## config.mk

```make
export PLATFORM = sky130hd
export DESIGN_NAME = rs_dispatch
export DESIGN_NICKNAME = d
export VERILOG_FILES = /design/src/rtl/leg_pkg.sv /design/src/rtl/rs_credit_counter.sv /design/src/rtl/rs_dispatch.sv
export SDC_FILE = /design/constraint.sdc
export NUM_CORES = 1
export LEC_CHECK = 0
export ABC_AREA = 0
export CORE_MARGIN = 2
export CORE_UTILIZATION = 46
export DETAILED_ROUTE_END_ITERATION = 10
export PLACE_DENSITY_LB_ADDON = 0.15
export SYNTH_ARGS = -nofsm -noshare
export SYNTH_HDL_FRONTEND = slang
export SYNTH_SLANG_ARGS = --single-unit
```

## constraint.sdc

```tcl
create_clock -name clk -period 2.66 [get_ports clk]
set_input_delay 0.532 -clock clk [delete_from_list [all_inputs] [get_ports clk]]
set_output_delay 0.532 -clock clk [all_outputs]
set_load 0.1 [all_outputs]
```

## src/rtl/leg_pkg.sv

```systemverilog
// -----------------------------------------------------------------------------
// leg_pkg
// Shared definitions for the decoder, the dispatch stage and the reservation
// stations.
//   RS_* codes  : reservation station selector carried alongside each micro-op
//   uop_t       : packed micro-op layout (UOP_W bits, operation in the MSBs)
//   rs_code_ok  : true when a station code names a real station (1..num_rs)
// -----------------------------------------------------------------------------
package leg_pkg;

    localparam int UOP_W     = 46;
    localparam int RS_CODE_W = 4;

    typedef enum logic [RS_CODE_W-1:0] {
        RS_NONE   = 4'd0,
        RS_ALU    = 4'd1,
        RS_MULDIV = 4'd2,
        RS_BRANCH = 4'd3,
        RS_LDST   = 4'd4
    } rs_code_t;

    typedef struct packed {
        logic [5:0]  operation;
        logic [4:0]  register_target;
        logic [4:0]  register_1;
        logic [4:0]  register_2;
        logic [15:0] immediate;
        logic [5:0]  alu_fn;
        logic        has_register_1;
        logic        has_register_2;
        logic        has_target;
    } uop_t;

    // Code 0 means "no station"; codes above the station count are treated
    // the same way, so the micro-op is discarded rather than stored.
    function automatic logic rs_code_ok(input logic [RS_CODE_W-1:0] code,
                                        input int num_rs);
        return (code != '0) && (int'(code) <= num_rs);
    endfunction

endpackage

```

## src/rtl/rs_credit_counter.sv

```systemverilog
// -----------------------------------------------------------------------------
// rs_credit_counter
// Free-entry credit counter for a single reservation station.
//   clk, rst_n  : clock, asynchronous active-low reset (credit -> RS_DEPTH)
//   credit_ret  : station freed one entry this cycle
//   consume     : dispatch stage sent one micro-op to this station this cycle
//   has_credit  : at least one free entry is available (pre-edge value)
//   err         : sticky; a return arrived while already at RS_DEPTH
// Return and consume in the same cycle cancel out.
// -----------------------------------------------------------------------------
module rs_credit_counter #(
    parameter int RS_DEPTH = 2
) (
    input  logic clk,
    input  logic rst_n,
    input  logic credit_ret,
    input  logic consume,
    output logic has_credit,
    output logic err
);

    localparam int CRW = $clog2(RS_DEPTH + 1);
    localparam logic [CRW-1:0] CREDIT_MAX = CRW'(RS_DEPTH);

    logic [CRW-1:0] credit;

    always_ff @(posedge clk or negedge rst_n) begin
        if (!rst_n) begin
            credit <= CREDIT_MAX;
            err    <= 1'b0;
        end else begin
            case ({credit_ret, consume})
                2'b10: begin
                    // A return with nothing outstanding saturates and flags.
                    if (credit == CREDIT_MAX) err <= 1'b1;
                    else                      credit <= credit + CRW'(1);
                end
                2'b01: begin
                    if (credit != '0) credit <= credit - CRW'(1);
                end
                default: ;
            endcase
        end
    end

    assign has_credit = (credit != '0);

endmodule

```

## src/rtl/rs_dispatch.sv

```systemverilog
// -----------------------------------------------------------------------------
// rs_dispatch
// In-order dispatch between the decoder and NUM_RS reservation stations.
// Decoded micro-ops are queued in a DEPTH-entry FIFO (no-ops dropped) and the
// head is issued only when its target station holds a free-entry credit.
//   clk, rst_n     : clock, asynchronous active-low reset
//   flush          : discard all queued micro-ops (mispredict)
//   in_valid/ready : decoder handshake
//   in_rs_station  : target station code (0 = none)
//   in_is_noop     : decoder no-op flag
//   in_uop         : packed micro-op
//   out_valid      : dispatch happens at the coming edge
//   out_rs_sel     : one-hot station select, bit i = station i+1
//   out_uop        : head micro-op
//   credit_return  : bit i = station i+1 freed one entry
//   fifo_count     : FIFO occupancy
//   noop_count     : dropped micro-op counter (wraps)
//   credit_err     : sticky over-return flag (any station)
//
// Handshake: a transfer on the input side happens on an edge where both
// in_valid and in_ready are high; in_ready depends only on registered state
// and flush, never on in_valid. The output side has no ready: out_valid high
// means the head is consumed at that edge, the station having been
// pre-cleared by its credit.
// -----------------------------------------------------------------------------
module rs_dispatch
    import leg_pkg::*;
#(
    parameter int DEPTH    = 4,
    parameter int NUM_RS   = 4,
    parameter int RS_DEPTH = 2,
    parameter int UOP_W    = leg_pkg::UOP_W
) (
    input  logic                     clk,
    input  logic                     rst_n,
    input  logic                     flush,
    input  logic                     in_valid,
    output logic                     in_ready,
    input  logic [3:0]               in_rs_station,
    input  logic                     in_is_noop,
    input  logic [UOP_W-1:0]         in_uop,
    output logic                     out_valid,
    output logic [NUM_RS-1:0]        out_rs_sel,
    output logic [UOP_W-1:0]         out_uop,
    input  logic [NUM_RS-1:0]        credit_return,
    output logic [$clog2(DEPTH):0]   fifo_count,
    output logic [15:0]              noop_count,
    output logic                     credit_err
);

    localparam int PW = $clog2(DEPTH);
    localparam int CW = PW + 1;
    localparam logic [CW-1:0] DEPTH_C = CW'(DEPTH);

    logic [RS_CODE_W-1:0] st_mem  [DEPTH];
    logic [UOP_W-1:0]     uop_mem [DEPTH];

    logic [PW-1:0]        head;
    logic [PW-1:0]        tail;
    logic [CW-1:0]        count;
    logic [15:0]          noops;

    logic [RS_CODE_W-1:0] head_station;
    logic [NUM_RS-1:0]    head_sel;
    logic                 head_has_credit;
    logic [NUM_RS-1:0]    has_credit;
    logic [NUM_RS-1:0]    station_err;

    logic                 accept;
    logic                 drop;
    logic                 store;

    // Input side
    assign in_ready = (count < DEPTH_C) && !flush;
    assign accept   = in_valid && in_ready;
    assign drop     = in_is_noop || !rs_code_ok(in_rs_station, NUM_RS);
    assign store    = accept && !drop;

    // Head decode: only valid station codes are ever written, so an
    // unmatched code can only appear when the FIFO is empty.
    assign head_station = st_mem[head];

    always_comb begin
        head_sel        = '0;
        head_has_credit = 1'b0;
        for (int i = 0; i < NUM_RS; i++) begin
            if (head_station == RS_CODE_W'(i + 1)) begin
                head_sel[i]     = 1'b1;
                head_has_credit = has_credit[i];
            end
        end
    end

    assign out_valid  = (count != '0) && head_has_credit && !flush;
    assign out_rs_sel = out_valid ? head_sel : '0;
    assign out_uop    = uop_mem[head];

    // FIFO control
    always_ff @(posedge clk or negedge rst_n) begin
        if (!rst_n) begin
            head  <= '0;
            tail  <= '0;
            count <= '0;
            noops <= '0;
        end else if (flush) begin
            // accept and dispatch are already suppressed while flushing
            head  <= '0;
            tail  <= '0;
            count <= '0;
        end else begin
            if (store)     tail <= tail + PW'(1);
            if (out_valid) head <= head + PW'(1);
            case ({store, out_valid})
                2'b10:   count <= count + CW'(1);
                2'b01:   count <= count - CW'(1);
                default: ;
            endcase
            if (accept && drop) noops <= noops + 16'd1;
        end
    end

    // FIFO storage needs no reset; occupancy says which slots are live.
    always_ff @(posedge clk) begin
        if (store) begin
            st_mem[tail]  <= in_rs_station;
            uop_mem[tail] <= in_uop;
        end
    end

    // One credit counter per station
    for (genvar g = 0; g < NUM_RS; g++) begin : g_credit
        rs_credit_counter #(
            .RS_DEPTH (RS_DEPTH)
        ) u_credit (
            .clk        (clk),
            .rst_n      (rst_n),
            .credit_ret (credit_return[g]),
            .consume    (out_rs_sel[g]),
            .has_credit (has_credit[g]),
            .err        (station_err[g])
        );
    end

    assign fifo_count = count;
    assign noop_count = noops;
    assign credit_err = |station_err;

endmodule

```

# == Word level (Yosys, flattened, before mapping) ==
# Memories as Yosys holds them, arrays and structs flattened.
# Index checks and enable logic that the tools add are counted.
# word_totals
output_inout_bits,72
mem_bits_rw,200
n_memories,2
reg_bits,35
# memory_table
memory,words,word_bits,rd,rd_ports_with_merged_regs,write_ports,line_no,source
uop_mem,4,46,1,0,1,rs_dispatch.sv:56,logic [UOP_W-1:0] uop_mem [DEPTH];
st_mem,4,4,1,0,1,rs_dispatch.sv:55,logic [RS_CODE_W-1:0] st_mem [DEPTH];
# classes
mux,29
reduce_logical,34
bitwise,1
n_lt_le_gt_ge,2
n_eq_ne,26
n_addsub,13
# ops
operator,count
two-way mux 2 bit,12
nonzero test 2 bit,10
"== test 2 bit, second input constant",9
"adder 16 x 1 -> 16 bit, second input constant",1
case mux 2 bit (2 select lines),4
"adder 2 x 1 -> 2 bit, second input constant",6
AND reduction 3 bit,4
"== test 2 x 1 -> 1 bit, second input constant",5
two-way mux 1 bit,10
AND reduction 2 bit,5
"== test 4 x 2 -> 1 bit, second input constant",2
"inequality test 2 x 1 -> 1 bit, second input constant",4
"inequality test 2 bit, second input constant",4
"subtractor 2 x 1 -> 2 bit, second input constant",4
logical AND 1 bit,7
case mux 3 bit (2 select lines),1
nonzero test 3 bit,2
"== test 4 x 1 -> 1 bit, second input constant",1
"== test 4 x 3 -> 1 bit, second input constant",1
"<= comparator 4 x 3 -> 1 bit, second input constant",1
two-way mux 4 bit,1
nonzero test 4 bit,1
OR reduction 4 bit,1
"adder 3 x 1 -> 3 bit, second input constant",1
other kinds (6),8

# == Logic depth before layout (Yosys ltp) ==
# An unclocked memory read counts as a cell.
# logic_depth
depth_word,12
mapped_depth,15
ltp_nobuf,13

# == By module ==
# From an unflattened synthesis, not the netlist that was laid out.
# unflattened
cells_unflattened,474
area_unflattened_um2,9258.9
# by_module_without_submodules
mod,n_inst,area_per_inst_um2,cells_per_inst,seq_area_each_um2
rs_dispatch,1,8628.3,414,6581.3
rs_credit_counter,4,157.7,15,76.3

# == Worst setup path before layout ==
# No wires, ideal clock.
# synth_path
path_kind,register -> register
start,"register count[2], in the netlist fifo_count[2]"
end,"register noops[14], in the netlist noop_count[14]"
path_stages_with_launch,9
required_time_ps,2502
period_less_slack_ps,3704
arrival_ps,3546
setup_slack_ps,-1044
cell_sequence,dfrtp_1 -> clkbuf_1 -> nor2_1 -> and3_1 -> clkbuf_1 -> nand4_1 -> nor2_1 -> nand4_1 -> xnor2_1
# synth_between
elab_chain_cells,5
# synth_rtl
element,line_no,source
start: declaration,rs_dispatch.sv:60,logic [CW-1:0] count;
start signal: assignment,rs_dispatch.sv:114,2'b10: count <= count + CW'(1);
start signal: assignment,rs_dispatch.sv:115,2'b01: count <= count - CW'(1);
less-than comparator 3 bit,rs_dispatch.sv:74,assign in_ready = (count < DEPTH_C) && !flush;
logical AND 1 bit,rs_dispatch.sv:74,
net in_ready,rs_dispatch.sv:38,"output logic in_ready,"
logical AND 1 bit,rs_dispatch.sv:75,assign accept = in_valid && in_ready;
logical AND 1 bit,rs_dispatch.sv:118,if (accept && drop) noops <= noops + 16'd1;
AND reduction 2 bit (no line),--,
end signal: assignment,rs_dispatch.sv:118,
end: declaration,rs_dispatch.sv:61,logic [15:0] noops;
# The timed path passes the listed nets, and every way through them passes these cells.
# A chain may end at the register's enable or synchronous reset.

# == Worst setup path in the final report ==
# layout_path
start,register head[0]
end,output out_rs_sel[3]
# layout_between
elab_chain_cells,9
word_cells_on_any_way,13
# layout_rtl
element,line_no,source
start: declaration,rs_dispatch.sv:58,logic [PW-1:0] head;
start signal: assignment,rs_dispatch.sv:112,if (out_valid) head <= head + PW'(1);
memory read (4 x 4 bit) (*),--,
== test 4 x 1 -> 1 bit,rs_dispatch.sv:87,if (head_station == RS_CODE_W'(i + 1)) begin
two-way mux 1 bit (4 in a row),rs_dispatch.sv:87,
logical AND 1 bit (2 in a row),rs_dispatch.sv:94,assign out_valid = (count != '0) && head_has_credit && !flush;
two-way mux 4 bit (*),rs_dispatch.sv:95,assign out_rs_sel = out_valid ? head_sel : '0;
end: declaration,rs_dispatch.sv:43,"output logic [NUM_RS-1:0] out_rs_sel,"
# Mark *: on every way between the ends. The rest lies on a longest branch, timed or not.

==> run metrics <==
dpl hpwl=11620 um; Synth Cell Area=9301 um^2; WHS=0.4634 ns; drt wl/cell=19.42 um; initial antenna violation count=0; Rows=52; Tmin final=3.260 ns; power share of the sequential group=48.0%; routed vias/inst=5.286; final instance area=12830 um^2; period utilisation layout=122.6%; failing checks=setup timing; Core Util, Final=64.04%; Boundary Pins=131; Internal=6.679 mW; Setup crit end=out_rs_sel[3]; I/O Buffers=130; CP Launch Point=head[0]; Initial Utilization=46.42%; final hold violations=0; P_sw=2.248 mW; worst-margin pin slew=0.5107 ns; min-delay worst type=in2async; Max VDD drop=0.4757 mV; worst slack, placed=-0.2119 ns; R2R cell count=13; reg2reg end=fifo_count[1]; Net Sw Frac=25.18%; CP Max Fanout=8; number of flops mapped to enable cells by yosys=200; Pwr per Cell Area=695.6 nW/um^2; clock tree root driver cell=clkbuf_16; top post-synthesis cells by area=edfxtp_1, mux4_2, dfrtp_1; Slew headroom=65.95%; core area=20040 um^2; critical path type=reg2out; final worst clock skew=0.008067 ns; Worst setup EP type=primary output; Reg clk slew, reported paths=0.06 ns; Routability Congestion=0.7360; clock power share=38.6%; Synthesized Nets=557; register area share after synthesis=74.04%; Post-CTS Hold Fix Bufs=0; CTS tree=built; CP max stage cell=mux4_2; H-tree depth=1; Static Leak=4.466 nW; Pre-antenna DRT Iters=4; wire length of the first global-routing pass=29610 um; CP max stage delay=0.53 ns; Clk Latency, worst-skew pair=0.50 ns; DRC viols=0; 1st-iter DRT viols=207; synth unique cells=51; area leader, netlist=edfxtp_1; # clock sinks=235; Comb power frac=13.5%; Max Freq=306.7 MHz; MaxCap Viol Count=0; ys async rst share=14.89%; Worst Path Required=2.13 ns; largest buffer count on any clock path=3; Final nets=734; RSZ-0062 raised after global routing=yes; register bit total from synthesis=235; worst path cell trace=mux4_2 > nand4b_1 > nor3_2 > a21oi_2 > buf_4 > or3_4 > inv_4 > buf_12; layout overhead on the synthesized area=37.97%; max-slew violations=0; main flop type after synthesis=edfxtp_1; total global routing overflow=0; CP arrival=2.73 ns; vias in the first global route=5444; Post-Route WL=18410 um; Post-DRT Antenna Nets=0; run status=complete, but fails checks; diodes inserted=0; launch point of the worst reg-to-reg path=head[0]; share of the synthesized area in the top cell type=64.57%; layout cells sized above 1=39.09%; Die Area=21370 um^2; cells after synthesis=484; die height=146.2 um; setup ws final=-0.6005 ns; placed inst area=11800 um^2; CP startpoint kind=flop; via count=5011; Setup Viol. Count Final=61; Tot GR Track Use=17.64%; width of the chip=146.2 um; CTS buffer count=25; largest net degree at the start of global routing=36; mean post-synth cell area=19.22 um^2; flop-to-flop setup slack=-0.34 ns; synth warn=0
[cells in the mapped netlist, types with 4 or more instances]
cell type  instances
and3_1             5
mux4_2            48
xor2_1             4
nand2b_1           6
mux2i_1            5
xnor2_1           13
dfstp_2            4
ha_1              13
nor3_1             9
nor2_1            23
or3_1              4
mux2_2             4
nand3_1            8
edfxtp_1         200
dfrtp_1           31
inv_1             15
nand2_1           15
a21oi_1            5
clkbuf_1           8
nand4_1            5
and2_1             5
buf_4              4
o21ai_0            6
[cell usage in the layout, fill, tap and decap left out, types with 4 or more instances in the layout]
master           synthesis  routed
nand2_1                 15      14
buf_4                    4      49
inv_1                   15      13
clkinv_2                 0       5
xnor2_1                 13      13
nand4_1                  5       5
clkdlybuf4s50_1          0      58
dfrtp_1                 31      26
bufinv_16                0       4
buf_12                   0      60
and3_1                   5       4
mux4_2                  48      48
clkbuf_16                0      25
xor2_1                   4       4
dfstp_2                  4       4
and2_2                   0       4
nand2b_1                 6       4
clkinvlp_4               0       4
edfxtp_1               200     200
nor2_1                  23      19
ha_1                    13       7
ha_4                     0       5
nand3_1                  8       5
nor3_1                   9       7
[area by class of cell]
class / count / area (um^2)
Multi-Input combinational cell: 212 / 2509
Inverter: 17 / 81.33
Tap cell: 270 / 337.8
Fill cell: 1441 / 7206
Clock inverter: 17 / 191.4
Timing Repair Buffer: 170 / 2183
Sequential cell: 235 / 6898
Clock buffer: 27 / 633.1
[worst max-delay path, delay by kind of cell, from the launching register on]
kind,cells,cell delay (ns)
AO/OA/AOI/OAI,1,0.06
flip-flops,1,0.50
buffers and inverters,3,0.38
multiplexers,1,0.53
AND/OR/NAND/NOR,3,0.74
[state kept, by name, indices dropped and copies added (netlist names)]
name,cells
uop_mem,184
noop_count,16
st_mem,16
g_credit.u_credit.credit,8
g_credit.u_credit.err,4
fifo_count,3
head,2
tail,2
[what timing repair did]
item                                    CTS  global route
pin swaps                                 2             7
gates cloned                              0             0
setup buffers                             4             3
resized for setup                        12            22
endpoints found under the setup margin   59            62
[cell families (layout without fill, tap and decap cells)]
kind of cell | Yosys count | in the layout | share of synthesized area [%]
buffers and inverters | 37 | 231 | 1.856
AO/OA/AOI/OAI | 32 | 32 | 2.421
flip-flops | 235 | 235 | 74.04
multiplexers | 58 | 58 | 12.89
adder cells (fa/ha/maj) | 14 | 14 | 1.964
XOR/XNOR | 18 | 18 | 1.843
AND/OR/NAND/NOR | 90 | 90 | 4.991
[power groups by stage]
stage / clock, mW / sequential, mW / combinational [mW]
floorplan: 0 / 4.61 / 0.437
global placement: 0 / 4.33 / 1.11
detailed placement: 0 / 4.34 / 1.15
CTS: 3.54 / 4.27 / 1.17
global route: 3.69 / 4.31 / 1.26
finish: 3.44 / 4.28 / 1.20
[stage by stage]
step                TNS, ns  instances  power (mW)
global route         -19.66        948       9.254
finish               -11.38        948       8.927
detailed placement   -5.255        897       5.482
floorplan            -3.618        484       5.050
global placement     -1.770        897       5.435
CTS                  -14.42        945       8.974
[how the worst min path moves through the flow]
stage | from | to | slack, ns | cells after the start
after floorplan | rst_n | fifo_count[0] | 0.24 | 0
after global placement | noop_count[15] | noop_count[15] | 0.46 | 1
after detailed placement | g_credit[2].u_credit.err | g_credit[2].u_credit.err | 0.45 | 1
after CTS | rst_n | g_credit[1].u_credit.credit[0] | 0.45 | 2
after global routing | rst_n | g_credit[1].u_credit.err | 0.49 | 2
final | rst_n | g_credit[0].u_credit.err | 0.46 | 2
[per-layer routing]
| metal | track usage [%] | vias up | wire length [um] |
|---|---|---|---|
| li1 | - | 2276 | - |
| met1 | 22.78 | 2586 | 7553 |
| met5 | 0 | - | 0 |
| met4 | 3.932 | 0 | 246 |
| met3 | 4.250 | 18 | 1121 |
| met2 | 30.64 | 131 | 9489 |
Power figures use the tool's default switching activity.
==> edit 1 (same settings) <==
Reset style: synchronous (`rst_n`), changed in 2 clocked blocks. Comments in the files are not updated.
--- a/src/rtl/rs_credit_counter.sv
+++ b/src/rtl/rs_credit_counter.sv
@@ -25,5 +25,5 @@
     logic [CRW-1:0] credit;
 
-    always_ff @(posedge clk or negedge rst_n) begin
+    always_ff @(posedge clk) begin
         if (!rst_n) begin
             credit <= CREDIT_MAX;
--- a/src/rtl/rs_dispatch.sv
+++ b/src/rtl/rs_dispatch.sv
@@ -97,5 +97,5 @@
 
     // FIFO control
-    always_ff @(posedge clk or negedge rst_n) begin
+    always_ff @(posedge clk) begin
         if (!rst_n) begin
             head  <= '0;
Check against the original RTL: differs if rst_n is asserted again (counterexample within 4 cycles, from zero or initial values and one cycle with rst_n low); with rst_n held inactive, the same outputs for 4 cycles.
==> edit 1 against the original RTL <==
The flow still finishes with violations (setup timing); sequential cell count increased by 2; cell count increased by 4.7%; area after synthesis about the same; wire length decreased by 0.33%; worst setup slack improved by 0.041 ns; final area increased by 0.68%; non-clock buffer count increased by 14.
Power is not compared: it rests on default switching activity, and its combinational part moved more than twofold at a synthesized area within 25%.
==> edit 1: results (changes against the original RTL) <==
| Metric | Value |
|---|---|
| Status | finished, violations left |
| Failing checks | setup timing |
| Mapped Nets | 585 (+5.0%) |
| Root buffer cell | clkbuf_16 |
| Setup Slack @ Placement | -0.361 ns (-0.150 ns) |
| Commonest cells post-synth | edfxtp_1, mux4_2, dfxtp_1 |
| Number of synthesized flops with an enable pin | 200 (unchanged) |
| CTS max path bufs | 3 (unchanged) |
| Worst hold path type | flop to flop |
| Clock slew at reported path FFs | 0.06 ns (about the same) |
| Reg2reg path depth | 11 (-2) |
| First drt pass iteration count | 4 (unchanged) |
| Placed Area | 0.0118 mm² (-0.24%) |
| Initial DRC count | 330 (+59%) |
| Final Wtd Congestion | 0.804 (+9.3%) |
| Initial antenna violation count | 0 (unchanged) |
| Hold path depth | 1 |
| Ys async rst share | 0% (-15 points) |
| First-pass GRT wire length | 28.9 mm (-2.4%) |
| Met3 Use GR | 3.03% (-1.2 points) |
| Nets | 778 (+6.0%) |
| Final Skew | 0.0134 ns (+0.00536 ns) |
| Via count | 5,189 (+3.6%) |
| Drt wl/cell | 18.5 µm (-4.8%) |
| GR Util met2 | 29.4% (-1.2 points) |
| Final setup viols | 55 (-9.8%) |
| Synth Instances | 511 (+5.6%) |
| Gr usage total | 17.0% (-0.63 points) |
| Avg Vias per Cell | 5.23 (-1.1%) |
| Clock buffer count from CTS | 25 (unchanged) |
| Vias in the first global route | 5,497 (+0.97%) |
| Worst setup margin | -0.559 ns (+0.0413 ns) |
| Yosys warns | 0 (unchanged) |
| Register area share after synthesis | 72.5% (-1.5 points) |
| Met1 Use GR | 22.4% (-0.37 points) |
| Synth cell types | 46 (-9.8%) |
| Pin count of the biggest net entering global routing | 43 (+19%) |
| Synth area leaders | edfxtp_1, mux4_2, dfxtp_1 |
| Placed Cells | 938 (+4.6%) |
| CP Max Fanout | 6 (-2) |
| Share of cells above drive strength 1 | 37.1% (-2.0 points) |
| Diodes inserted | 0 (unchanged) |
| Relative slew slack | 41.9% (-24 points) |
| Hpwl dp | 11.9 mm (+2.0%) |
==> edit 1: changes by cell type after synthesis, sizes merged, moves of 5 or more <==
cell | before | now
o21ai | 6 | 12
dfrtp | 31 | 0
nor2b | 2 | 12
and2 | 5 | 18
o21a | 0 | 5
dfxtp | 0 | 37
xnor2 | 13 | 8
xor2 | 4 | 9
==> edit 1: layout make-up <==
type | count | area (µm²)
Fill cell | 1417 | 7120
Sequential cell | 237 | 6760
Multi-Input combinational cell | 243 | 2670
Timing Repair Buffer | 184 | 2300
Clock buffer | 30 | 644
Tap cell | 270 | 338
Clock inverter | 16 | 165
Inverter | 13 | 48.8
==> edit 1: per-stage QoR <==
step	hold slack (ns)	TNS, ns	total power, W
after floorplan	0.432	-6.83	0.00433
after global placement	0.447	-7.54	0.00452
after detailed placement	0.456	-10.69	0.00454
after CTS	0.468	-21.98	0.00793
after global routing	0.479	-27.28	0.00812
final	0.465	-18.03	0.00787
==> edit 1: routing by layer <==
metal,routed length (µm),up-vias
met5,0,-
met4,349,0
met3,850,29
met2,9390,131
met1,7760,2624
li1,-,2405
==> edit 1: worst paths after layout <==
check                                start                  endpoint  slack, ns
setup / recovery                      flop             out_rs_sel[1]      -0.56
hold / removal    g_credit[3].u_credit.err  g_credit[3].u_credit.err       0.46
setup reg to reg                      flop             fifo_count[2]      -0.37
hold reg to reg   g_credit[3].u_credit.err  g_credit[3].u_credit.err       0.46
==> edit 1: what timing repair did <==
item / in CTS / in global routing
pin swaps: 13 / 18
buffers inserted: 5 / 5
gates resized for setup: 30 / 31
endpoints found under the setup margin: 55 / 60
==> edit 1: critical path, stage by stage, from the launching register on <==
cell	delay, ns
dfxtp_4	0.40
mux4_2	0.56
nor4b_4	0.41
a21oi_2	0.09
a21boi_4	0.20
buf_6	0.13
and3_4	0.22
buf_12	0.18
==> edit 1: cells by family after synthesis <==
| kind of cell | Yosys count | synth area share [%] |
|---|---|---|
| multiplexers | 54 | 12.5 |
| buffers and inverters | 31 | 1.55 |
| AND/OR/NAND/NOR | 120 | 7.06 |
| XOR/XNOR | 17 | 1.60 |
| flip-flops | 237 | 72.5 |
| AO/OA/AOI/OAI | 37 | 2.66 |
| adder cells (fa/ha/maj) | 15 | 2.10 |
==> edit 1: power by group through the flow <==
stage | Clock [W] | Combinational (W) | Sequential (W)
finish | 0.00338 | 0.000411 | 0.00408
global route | 0.00360 | 0.000437 | 0.00408
global placement | 0 | 0.000376 | 0.00415
CTS | 0.00346 | 0.000402 | 0.00407
floorplan | 0 | 0.000166 | 0.00416
detailed placement | 0 | 0.000390 | 0.00415
==> edit 2 (same settings) <==
Made on the original files. `DEPTH`: 4 -> 8.
--- a/src/rtl/rs_dispatch.sv
+++ b/src/rtl/rs_dispatch.sv
@@ -27,5 +27,5 @@
     import leg_pkg::*;
 #(
-    parameter int DEPTH    = 4,
+    parameter int DEPTH    = 8,
     parameter int NUM_RS   = 4,
     parameter int RS_DEPTH = 2,
Interface: changed (resized fifo_count); port bits go from 131 to 132. The function was not compared with the original's and may differ.
==> edit 2 against the original RTL <==
Fmax decreased by 13%; area after synthesis increased by 86%; sequential cell count increased by 203; highest routed layer unchanged; non-clock buffer count increased by 112; the run still ends with setup timing left; total power increased by 70%; cell count increased by 72%; die area increased by 83%; first-iteration DRC count increased by 150%; wire length increased by 99%; worst setup slack got worse by 0.49 ns; combinational power increased by 12%; final area increased by 83%; via count increased by 77%.
==> edit 2: results (changes against the original RTL) <==
| Metric | Value |
|---|---|
| Final WL | 36.6 mm (+99%) |
| Number of port buffers | 131 (+0.77%) |
| Worst setup margin | -1.09 ns (-0.494 ns) |
| Commonest cells post-synth | edfxtp_1, mux4_2, mux2_2 |
| Sw power | 0.00350 W (+56%) |
| Ys async rst share | 8.68% (-6.2 points) |
| Max reg flops | 368 (+100%) |
| Synth Instances | 829 (+71%) |
| H-tree depth | 2 (+1) |
| Placed Cells | 1,517 (+69%) |
| Leak pwr | 7.97 nW (+78%) |
| Mapped Nets | 902 (+62%) |
| Routed wl met3 | 1.86 mm (+65%) |
| Xor/xnor cell area share of the yosys netlist | 0.912% (-0.93 points) |
| Met2 wire length | 18.4 mm (+94%) |
| Failing checks | setup timing |
| Clock buffer count from CTS | 46 (+84%) |
| Register area share after synthesis | 75.0% (+0.95 points) |
| CP Max Fanout | 6 (-2) |
| Nets | 1,193 (+63%) |
| Number of synthesized flops with an enable pin | 400 (+100%) |
| M1 wire length | 15.7 mm (+110%) |
| Share of cells above drive strength 1 | 44.0% (+5.0 points) |
| Initial DRC count | 515 (+150%) |
| Compound-Gate Fraction of Synth Area | 1.85% (-0.57 points) |
| # Post-CTS Setup Buffers | 22 (+18) |
| Setup crit end | out_rs_sel[1] |
| Via count | 8,870 (+77%) |
| Vias in the first global route | 9,288 (+71%) |
| Avg Vias per Cell | 5.44 (+2.8%) |
| Worst slew pin tran | 0.719 ns (+0.208 ns) |
| Gr usage total | 19.2% (+1.6 points) |
| GR Util met2 | 31.4% (+0.73 points) |
| Synth area leaders | edfxtp_1, mux4_2, dfrtp_1 |
| Layout fillers | 2,597 (+80%) |
| Hpwl dp | 22.1 mm (+90%) |
| Post-synthesis mux area share | 16.5% (+3.6 points) |
| Post-CTS sizing | 65 (+53) |
| Final setup viols | 69 (+13%) |
| Synth cell types | 52 (+2.0%) |
| Final Wtd Congestion | 0.780 (+6.0%) |
| First-pass GRT wire length | 55.8 mm (+88%) |
| Final Skew | 0.0187 ns (+0.0107 ns) |
| Status | finished, violations left |
| Placed Area | 0.0213 mm² (+81%) |
| Adder-cell share of the synthesized area | 1.06% (-0.91 points) |
| Max VDD drop | 0.000564 V (+19%) |
| Met3 Use GR | 3.70% (-0.55 points) |
| Clk_lat worst skew | 0.57 ns (+0.07 ns) |
[edit 2: cell count changes after synthesis, moves of 5 or more]
| cell | before | now |
|---|---|---|
| nand3_1 | 8 | 14 |
| inv_1 | 15 | 10 |
| mux4_2 | 48 | 100 |
| clkbuf_1 | 8 | 23 |
| buf_1 | 3 | 8 |
| edfxtp_1 | 200 | 400 |
| nor2_1 | 23 | 30 |
| o21ai_0 | 6 | 12 |
| mux2_2 | 4 | 48 |
[edit 2: per-stage QoR]
stage	setup TNS [ns]	hold WS [ns]	setup slack (ns)	util (%)
CTS	-36.12	0.00932	-1.24	62.6
finish	-34.67	0.0169	-1.09	63.1
floorplan	-272.28	0.236	-0.939	-
detailed placement	-178.40	0.458	-0.757	57.2
global placement	-158.72	0.454	-0.705	57.2
global route	-41.75	0.0443	-1.25	63.1
[edit 2: power groups by stage]
stage | Combinational [W] | Clock (W) | Sequential, W
final | 0.00134 | 0.00602 | 0.00778
after floorplan | 0.000434 | 0 | 0.00822
after global placement | 0.00123 | 0 | 0.00790
after CTS | 0.00133 | 0.00618 | 0.00777
after detailed placement | 0.00125 | 0 | 0.00790
after global routing | 0.00141 | 0.00645 | 0.00779
[edit 2: critical path, cell delays in order (launching register included)]
cell and delay (ns):
dfrtp_4 0.54, buf_12 0.15, mux4_2 0.45, mux2i_4 0.17, or3b_4 0.43, o211ai_1 0.16
nand2_2 0.11, buf_6 0.13, buf_6 0.11, nor4_4 0.21, buf_12 0.22
[edit 2: area by class of cell]
type | instances | share of cell area (%)
timing repair buffer | 282 | 15.6
sequential | 438 | 55.2
inverter | 10 | 0.170
tap | 474 | 2.52
clock buffer | 58 | 5.08
multi-input combinational | 342 | 20.5
clock inverter | 28 | 0.963
